$ cat src/rtl/ncc_pkg.sv
// rtl/ncc_pkg.sv - shared types and width helper for the ncc frame sequencer
//
// Holds the sequencer state encoding, the accumulator width function used to
// size every sum port, and a result record sized for the default geometry.
package ncc_pkg;

  typedef enum logic [2:0] {
    ST_IDLE,
    ST_CLEAR,
    ST_FEED,
    ST_DRAIN,
    ST_HOLD
  } ncc_state_e;

  // Width needed to hold a window sum of squared pixels without overflow.
  function automatic int ncc_acc_w(input int num_lines, input int line_size,
                                   input int pixel_size);
    return $clog2(num_lines) + $clog2(line_size) + 2 * pixel_size;
  endfunction

  localparam int NCC_PIXEL_SIZE    = 8;
  localparam int NCC_LINE_SIZE     = 8;
  localparam int NCC_NUM_TEMPLATES = 4;
  localparam int NCC_NUM_OF_LINES  = 8;
  localparam int NCC_ACC_W = ncc_acc_w(NCC_NUM_OF_LINES, NCC_LINE_SIZE, NCC_PIXEL_SIZE);

  typedef struct packed {
    logic [NCC_ACC_W-1:0]                        sum_I;
    logic [NCC_ACC_W-1:0]                        sum_I_sq;
    logic [NCC_NUM_TEMPLATES-1:0][NCC_ACC_W-1:0] sum_TxI;
  } ncc_result_t;

endpackage

$ cat src/rtl/ncc_frame_sequencer.sv
// rtl/ncc_frame_sequencer.sv - match-window sequencer for the ncc accumulation datapath
//
// Sequences one window: clear accumulators, admit NUM_OF_LINES lines, wait out
// the datapath latency, capture the sums and hold them until taken.
//   CLK, reset_n           clock, asynchronous active-low reset
//   start, abort           window request / synchronous return to idle
//   line_valid/line_ready  line handshake with the source
//   acc_clr, acc_en        accumulator clear and line-sample strobes
//   line_idx, busy         index of line being accepted, window in progress
//   acc_sum_*              sums from the datapath
//   res_sum_*              captured sums, res_valid/res_ready handshake
module ncc_frame_sequencer
  import ncc_pkg::*;
#(
  parameter int PIXEL_SIZE    = 8,
  parameter int LINE_SIZE     = 8,
  parameter int NUM_TEMPLATES = 4,
  parameter int NUM_OF_LINES  = 8,
  parameter int PIPE_LAT      = 3,
  localparam int ACC_W = ncc_acc_w(NUM_OF_LINES, LINE_SIZE, PIXEL_SIZE),
  localparam int IDX_W = $clog2(NUM_OF_LINES)
) (
  input  logic                                CLK,
  input  logic                                reset_n,
  input  logic                                start,
  input  logic                                abort,
  input  logic                                line_valid,
  output logic                                line_ready,
  output logic                                acc_clr,
  output logic                                acc_en,
  output logic [IDX_W-1:0]                    line_idx,
  output logic                                busy,
  input  logic [ACC_W-1:0]                    acc_sum_I,
  input  logic [ACC_W-1:0]                    acc_sum_I_sq,
  input  logic [NUM_TEMPLATES-1:0][ACC_W-1:0] acc_sum_TxI,
  output logic [ACC_W-1:0]                    res_sum_I,
  output logic [ACC_W-1:0]                    res_sum_I_sq,
  output logic [NUM_TEMPLATES-1:0][ACC_W-1:0] res_sum_TxI,
  output logic                                res_valid,
  input  logic                                res_ready
);

  // Sized from PIPE_LAT+1 so a single-cycle drain still gets a 1-bit counter.
  localparam int DRAIN_W = $clog2(PIPE_LAT + 1);

  ncc_state_e         state_q, state_d;
  logic [IDX_W-1:0]   line_cnt_q;
  logic [DRAIN_W-1:0] drain_cnt_q;
  logic               line_hs;
  logic               last_line;
  logic               drain_done;
  logic               capture;

  assign line_ready = (state_q == ST_FEED);
  assign acc_en     = line_valid & line_ready;
  assign acc_clr    = (state_q == ST_CLEAR);
  assign busy       = (state_q != ST_IDLE);
  assign res_valid  = (state_q == ST_HOLD);
  assign line_idx   = line_ready ? line_cnt_q : '0;

  assign line_hs    = acc_en;
  assign last_line  = (line_cnt_q == IDX_W'(NUM_OF_LINES - 1));
  assign drain_done = (state_q == ST_DRAIN) && (drain_cnt_q == '0);
  // An abort landing on the capture edge must leave the previous result intact.
  assign capture    = drain_done & ~abort;

  always_ff @(posedge CLK or negedge reset_n) begin
    if (!reset_n) begin
      state_q <= ST_IDLE;
    end else begin
      state_q <= state_d;
    end
  end

  always_comb begin
    state_d = state_q;
    case (state_q)
      ST_IDLE:  if (start) state_d = ST_CLEAR;
      ST_CLEAR: state_d = ST_FEED;
      ST_FEED:  if (line_hs && last_line) state_d = ST_DRAIN;
      ST_DRAIN: if (drain_cnt_q == '0) state_d = ST_HOLD;
      ST_HOLD:  if (res_ready) state_d = ST_IDLE;
      default:  state_d = ST_IDLE;
    endcase
    if (abort) state_d = ST_IDLE;
  end

  always_ff @(posedge CLK or negedge reset_n) begin
    if (!reset_n) begin
      line_cnt_q  <= '0;
      drain_cnt_q <= '0;
    end else if (abort) begin
      line_cnt_q  <= '0;
      drain_cnt_q <= '0;
    end else begin
      case (state_q)
        ST_CLEAR: line_cnt_q <= '0;
        ST_FEED: begin
          if (line_hs) begin
            if (last_line) begin
              line_cnt_q  <= '0;
              drain_cnt_q <= DRAIN_W'(PIPE_LAT - 1);
            end else begin
              line_cnt_q <= line_cnt_q + 1'b1;
            end
          end
        end
        ST_DRAIN: if (drain_cnt_q != '0) drain_cnt_q <= drain_cnt_q - 1'b1;
        default: ;
      endcase
    end
  end

  // Result register only loads on capture; it keeps its contents across
  // abort so a consumer never sees a partially accumulated window.
  always_ff @(posedge CLK or negedge reset_n) begin
    if (!reset_n) begin
      res_sum_I    <= '0;
      res_sum_I_sq <= '0;
      res_sum_TxI  <= '0;
    end else if (capture) begin
      res_sum_I    <= acc_sum_I;
      res_sum_I_sq <= acc_sum_I_sq;
      res_sum_TxI  <= acc_sum_TxI;
    end
  end

endmodule
$ cat config.mk
export PLATFORM = sky130hd
export DESIGN_NAME = ncc_frame_sequencer
export DESIGN_NICKNAME = d
export VERILOG_FILES = /design/src/rtl/ncc_pkg.sv /design/src/rtl/ncc_frame_sequencer.sv
export SDC_FILE = /design/constraint.sdc
export NUM_CORES = 1
export LEC_CHECK = 0
export CAP_MARGIN = 40
export CELL_PAD_IN_SITES_DETAIL_PLACEMENT = 1
export CELL_PAD_IN_SITES_GLOBAL_PLACEMENT = 1
export CORE_MARGIN = 2
export CORE_UTILIZATION = 28
export CTS_BUF_LIST = sky130_fd_sc_hd__clkbuf_16
export DETAILED_ROUTE_END_ITERATION = 16
export GPL_TIMING_DRIVEN = 0
export PLACE_DENSITY_LB_ADDON = 0.1
export RECOVER_POWER = 25
export SETUP_SLACK_MARGIN = 0.15
export SLEW_MARGIN = 10
export SYNTH_ARGS = -nofsm -noshare
export SYNTH_HDL_FRONTEND = slang
export SYNTH_SLANG_ARGS = --single-unit
$ cat constraint.sdc
create_clock -name CLK -period 1.6 [get_ports CLK]
set_input_delay 0.32 -clock CLK [delete_from_list [all_inputs] [get_ports CLK]]
set_output_delay 0.32 -clock CLK [all_outputs]
set_load 0.02 [all_outputs]
==> metrics.txt, run 1 <==
power per cell area=1400 nW/um^2; Compound-Gate Fraction of Synth Area=0.0156; crit path cell chain=clkbuf_16, or3_4, buf_6; detailed-route wire length per cell=19.9 um; Synth area leader=dfrtp_1; Post-Place Cells=882; RSZ-0062 raised after global routing=yes; final instance area=10,400 sq um; Min Clock Period, post-route=1870 ps; crit path buf inv count=2; failing checks=negative setup slack; post-synthesis mux area share=0.273; worst-skew pair later-pin latency=410 ps; met2 Use GR=0.287; Pre-Repair DR Iteration Count=4; Cell variety after synth=30; WP data required=1280 ps; XOR/XNOR Fraction of Synth Area=0; grt total ovfl=0; antenna cells=0; CP max stage cell=dfrtp_2; max-slew headroom at the worst pin=0.448; Crit Path Max Fanout=5; Tot GR Track Use=0.167; final hold violation count=0; CP max stage delay=440 ps; vias in the first global route=4,652; DP Area=8630 sq um; Final setup viols=140; Die Span X=143 um; outcome=complete, but fails checks; post-synthesis cell area=5450 sq um; largest family of logic cells by synthesized area=multiplexers; family with the most delay on the worst path=flip-flops; GR peak layer=met2; Synthesized Nets=481; # port buffers=276; cell count after synthesis=340; Avg Cell Area, Syn=16.0 sq um; clk slew on worst S/H paths=60 ps; GRT met1 Usage=0.192; Power, Total=14.5 mW; Leakage=4.72 nW; hold crit path type=input port to flop; number of synthesized flops with an enable pin=0; RD Place Congestion=0.720; initial antenna violation count=0; first-pass GRT wire length=26.1 mm; Total Wirelength=19.1 mm; largest net degree at the start of global routing=86; count leader, synth=dfrtp_1; Worst Setup Slack, final=-274 ps; adder-cell share of the synthesized area=0.00689; Crit Path Class=flop to output port; Primary FF master, synth=dfrtp_1; clock sink total=140; HPWL after detailed placement=12.4 mm; area share of the largest cell type after synthesis=0.643; critical path launch point type=flop; Post-DRT Antenna Nets=0; Layout area overhead=90.1%; CTS buffer count=17; main area contributors after synthesis=dfrtp_1 64%, mux2_1 17%, mux2_2 11%; WP depth=3; fmax=534 MHz; Commonest cells post-synth=140 x dfrtp_1, 80 x mux2_1, 52 x mux2_2, 8 x buf_6, 6 x buf_2; worst slew pin tran=829 ps; FF+latch count, synth=140; die area=20,600 sq um; fin cells=960; hold depth=2; setup slack, reg-to-reg=-270 ps; max cap viols=0; Synth Area in Simple Gates=0.0338; Initial Util=0.283; met3 GRT Util=0.0623; Layout Utilization=0.537; 1st-iter DRT viols=85; Final period util=1.17; crit end category=output port; Post-synth ARST share=1.00; root buf cell=clkbuf_16; yosys warns=0; Die Ht=143 um; worst vdd ir=0.000691 V; FP Rows=51; skew final=9.50 ps; # IOs=278; Reg2Reg Depth=9; H-tree levels=4; DR vias/cell=4.40; Max Root-Sink Buffers=2; share of layout cells above drive strength 1=0.514; Arr. time, crit path=1550 ps; CTS tree=built; max-slew violations=0; total number of vias=4,223; layout net count=824; sequential share of the synthesized area=0.643; drt drc=0; Core ar.=19,300 sq um
[state kept, by name, summed over array words and instances (netlist names)]
| name | flops |
|---|---|
| drain_cnt_q | 2 |
| line_cnt_q | 3 |
| res_sum_I | 22 |
| res_sum_I_sq | 22 |
| res_sum_TxI | 88 |
| state_q | 3 |
[cell type report]
cell class	count	area, sq um
buffer	18	327
tap	265	332
inverter	3	11.3
multi-input combinational	179	2420
clock inverter	14	243
fill	1897	8920
timing repair buffer	324	3080
sequential	140	3510
clock buffer	17	425
[through the flow]
step | setup WS, ps | TNS [ps] | hold WS (ps)
global placement | -5590 | -830030 | 466
floorplan | -59.3 | -5140 | 24.4
CTS | -268 | -31490 | 227
global route | -354 | -44130 | 274
detailed placement | -700 | -51300 | 272
finish | -274 | -29530 | 254
[metal layers]
layer  part of all wire  routed length (um)
met1               0.41                7900
met2               0.49                9370
met3              0.077                1480
met4              0.017                 315
met5                  0                   0
[path summary, 6_finish.rpt]
| kind | startpoint | endpoint |
|---|---|---|
| min in group asynchronous | reset_n | res_sum_TxI[72]$_DFFE_PN0P_ |
| setup reg to reg | drain_cnt_q[0]$_DFFE_PN0P_ | res_sum_I[14]$_DFFE_PN0P_ |
| setup / recovery | state_q[0]$_DFFE_PN0P_ | busy |
| hold reg to reg | res_sum_TxI[54]$_DFFE_PN0P_ | res_sum_TxI[54]$_DFFE_PN0P_ |
| max in group asynchronous | reset_n | state_q[1]$_DFFE_PN0P_ |
| hold / removal | abort | state_q[2]$_DFFE_PN0P_ |
[cell usage in the layout, fill, tap and decap left out, types with 2 or more instances in the layout]
cell	count
a21oi_1	2
a21oi_2	3
a31oi_1	2
and2_4	3
buf_12	12
buf_16	2
buf_4	19
buf_6	14
buf_8	8
bufinv_16	6
clkbuf_16	32
clkbuf_2	84
clkbuf_8	2
clkdlybuf4s15_1	35
clkdlybuf4s15_2	13
clkdlybuf4s50_1	135
clkinv_4	3
clkinvlp_4	2
dfrtp_1	137
dfrtp_2	3
ha_1	2
inv_1	2
inv_2	2
inv_6	2
mux2_1	2
mux2_2	2
mux2_4	128
nand2_1	2
nand3_1	3
nor2_1	4
nor3_4	2
nor4bb_4	3
o21ai_0	2
o21ai_1	2
[power breakdown]
part           total, mW  internal [mW]  switching [mW]
logic               4.88           2.53            2.35
registers           5.09           4.53           0.560
clock network       4.50           2.93            1.57
[cell families (layout without fill, tap and decap cells)]
family | Yosys count | after routing
adder cells (fa/ha/maj) | 3 | 3
AO/OA/AOI/OAI | 14 | 14
flip-flops | 140 | 140
buffers and inverters | 21 | 376
multiplexers | 132 | 132
AND/OR/NAND/NOR | 30 | 30
[what timing repair did]
action,CTS,global route
gates resized for setup,358,266
gates cloned,2,14
pin swaps,7,11
setup endpoints to repair,276,233
hold buffers,1,0
buffers inserted,19,11
endpoints found under the hold margin,55,0
(Power assumes the default switching activity.)
==> inputs of run 2 (changes only) <==
Settings changed: CTS_CLUSTER_DIAMETER set to 150.
==> results of run 2 <==
Final layout, timing and power as in run 1 (identical DEF).
==> inputs of run 3 (changes only) <==
Settings changed: CORE_MARGIN 2 to 1, TNS_END_PERCENT set to 20.
==> metrics.txt, run 3 (synthesis results as in run 1) <==
outcome=complete, but fails checks; failing checks=negative setup slack; Min Clock Period, post-route=1880 ps; detailed-route wire length per cell=18.0 um; clock sink total=140; Die Ht=141 um; most frequent cells in the layout=138 x dfrtp_1, 135 x clkdlybuf4s50_1, 50 x mux2_2; layout net count=797; Internal=9.71 mW; DR vias/cell=4.36; 1st-iter DRT viols=80; worst vdd ir=0.000721 V; initial antenna violation count=0; hold crit path type=input port to flop; max-slew violations=0; final hold violation count=0; largest net degree at the start of global routing=76; fmax=531 MHz; clock power share=0.315; most common cell after layout, fill and taps aside=dfrtp_1; Layout Utilization=0.514; root buf cell=clkbuf_16; Power, Total=14.0 mW; grt total ovfl=0; CTS tree=built; Logic pwr share=0.326; Max Root-Sink Buffers=2; CTS buffer count=17; Psw=4.26 mW; Total Wirelength=16.7 mm; HPWL after detailed placement=11.8 mm; Top reg by flops=res_sum_TxI; skew final=8.80 ps; total number of vias=4,048; die area=20,000 sq um; share of layout cells above drive strength 1=0.373; Layout area overhead=78.1%; WP data required=1890 ps; Leakage=4.73 nW; Die Span X=141 um; # IOs=278; worst-skew pair later-pin latency=420 ps; Post-DRT Antenna Nets=0; clk slew on worst S/H paths=60 ps; RSZ-0062 raised after global routing=yes; max-slew headroom at the worst pin=0.346; Final setup viols=139; Crit Path Max Fanout=10; power per cell area=1440 nW/um^2; Initial Util=0.288; drt drc=0; Pre-Repair DR Iteration Count=3; max FFs per register=88; worst slew pin tran=980 ps; crit end category=flop; Fillers=1,881; Arr. time, crit path=2170 ps; Largest regs=res_sum_TxI (88), res_sum_I (22), res_sum_I_sq (22); Core ar.=18,900 sq um; Crit Path Class=flop to flop; Final period util=1.18; critical path launch point type=flop; vias in the first global route=4,458; H-tree levels=4; # port buffers=276; share of power burned in registers=0.359; Tot GR Track Use=0.165; Sw Ratio=0.305; max cap viols=0; Worst Setup Slack, final=-282 ps; RD Place Congestion=0.696; antenna cells=0; FP Rows=50; first-pass GRT wire length=24.9 mm
[run 3: per-stage QoR]
| step | cell area (sq um) | setup slack, ps | instances | hold WS (ps) | setup TNS, ps |
|---|---|---|---|---|---|
| 2_1_floorplan | 5490 | -59.3 | 340 | 24.4 | -5140 |
| 3_5_place_dp | 8610 | -659 | 877 | 305 | -51970 |
| 5_1_grt | 9700 | -370 | 928 | 214 | -52930 |
| 3_3_place_gp | 8580 | -5580 | 876 | 467 | -825480 |
| 6_report | 9700 | -282 | 928 | 222 | -34100 |
| 4_1_cts | 9520 | -319 | 922 | 196 | -42770 |
[run 3: cell type report]
class	instances	area (sq um)	area share
Buffer	18	282	0.0290
Clock buffer	17	425	0.0438
Clock inverter	14	226	0.0233
Inverter	3	11.3	0.00116
Multi-Input combinational cell	179	2050	0.211
Sequential cell	140	3510	0.361
Tap cell	260	325	0.0335
Timing Repair Buffer	297	2880	0.297
[run 3: power by group through the flow]
stage | Sequential (mW) | Combinational [mW] | Clock [mW]
CTS | 5.02 | 4.57 | 4.53
global route | 5.17 | 4.82 | 4.66
finish | 5.02 | 4.55 | 4.40
detailed placement | 5.08 | 4.79 | 0
global placement | 5.02 | 4.73 | 0
floorplan | 6.27 | 0.809 | 0
[run 3: worst max-delay path, cell delays in order (launching register included)]
cell     delay, ps
dfrtp_1        390
inv_2           90
ha_4           160
nand3_4        100
nor3_4         220
buf_12         170
buf_16         150
buf_12         140
mux2_1         330
[run 3: what timing repair did]
item                                   in CTS  in global routing
hold buffers                                1                  0
setup buffers                              13                  5
pin swaps                                   3                  3
gates cloned                                0                  1
setup endpoints to repair                 276                229
endpoints found under the hold margin      65                  0
gates resized for setup                   279                153
[run 3: worst paths after layout]
kind | start | endpoint | slack [ps] | cells after the start
max | drain_cnt_q[0]$_DFFE_PN0P_ | res_sum_TxI[61]$_DFFE_PN0P_ | -280 | 8
min | abort | line_cnt_q[2]$_DFFE_PN0P_ | 220 | 2
max reg2reg | drain_cnt_q[0]$_DFFE_PN0P_ | res_sum_TxI[61]$_DFFE_PN0P_ | -280 | 8
min reg2reg | res_sum_TxI[9]$_DFFE_PN0P_ | res_sum_TxI[9]$_DFFE_PN0P_ | 480 | 1
max in group asynchronous | reset_n | res_sum_TxI[16]$_DFFE_PN0P_ | 110 | 3
min in group asynchronous | reset_n | res_sum_TxI[69]$_DFFE_PN0P_ | 610 | 2
[run 3: metal layers]
metal / GRT usage / vias up / wire length, um
met5: 0 / - / 0
met4: 0.0628 / 0 / 266
met3: 0.0709 / 22 / 1540
met2: 0.280 / 169 / 8440
met1: 0.185 / 2020 / 6420
li1: - / 1837 / -
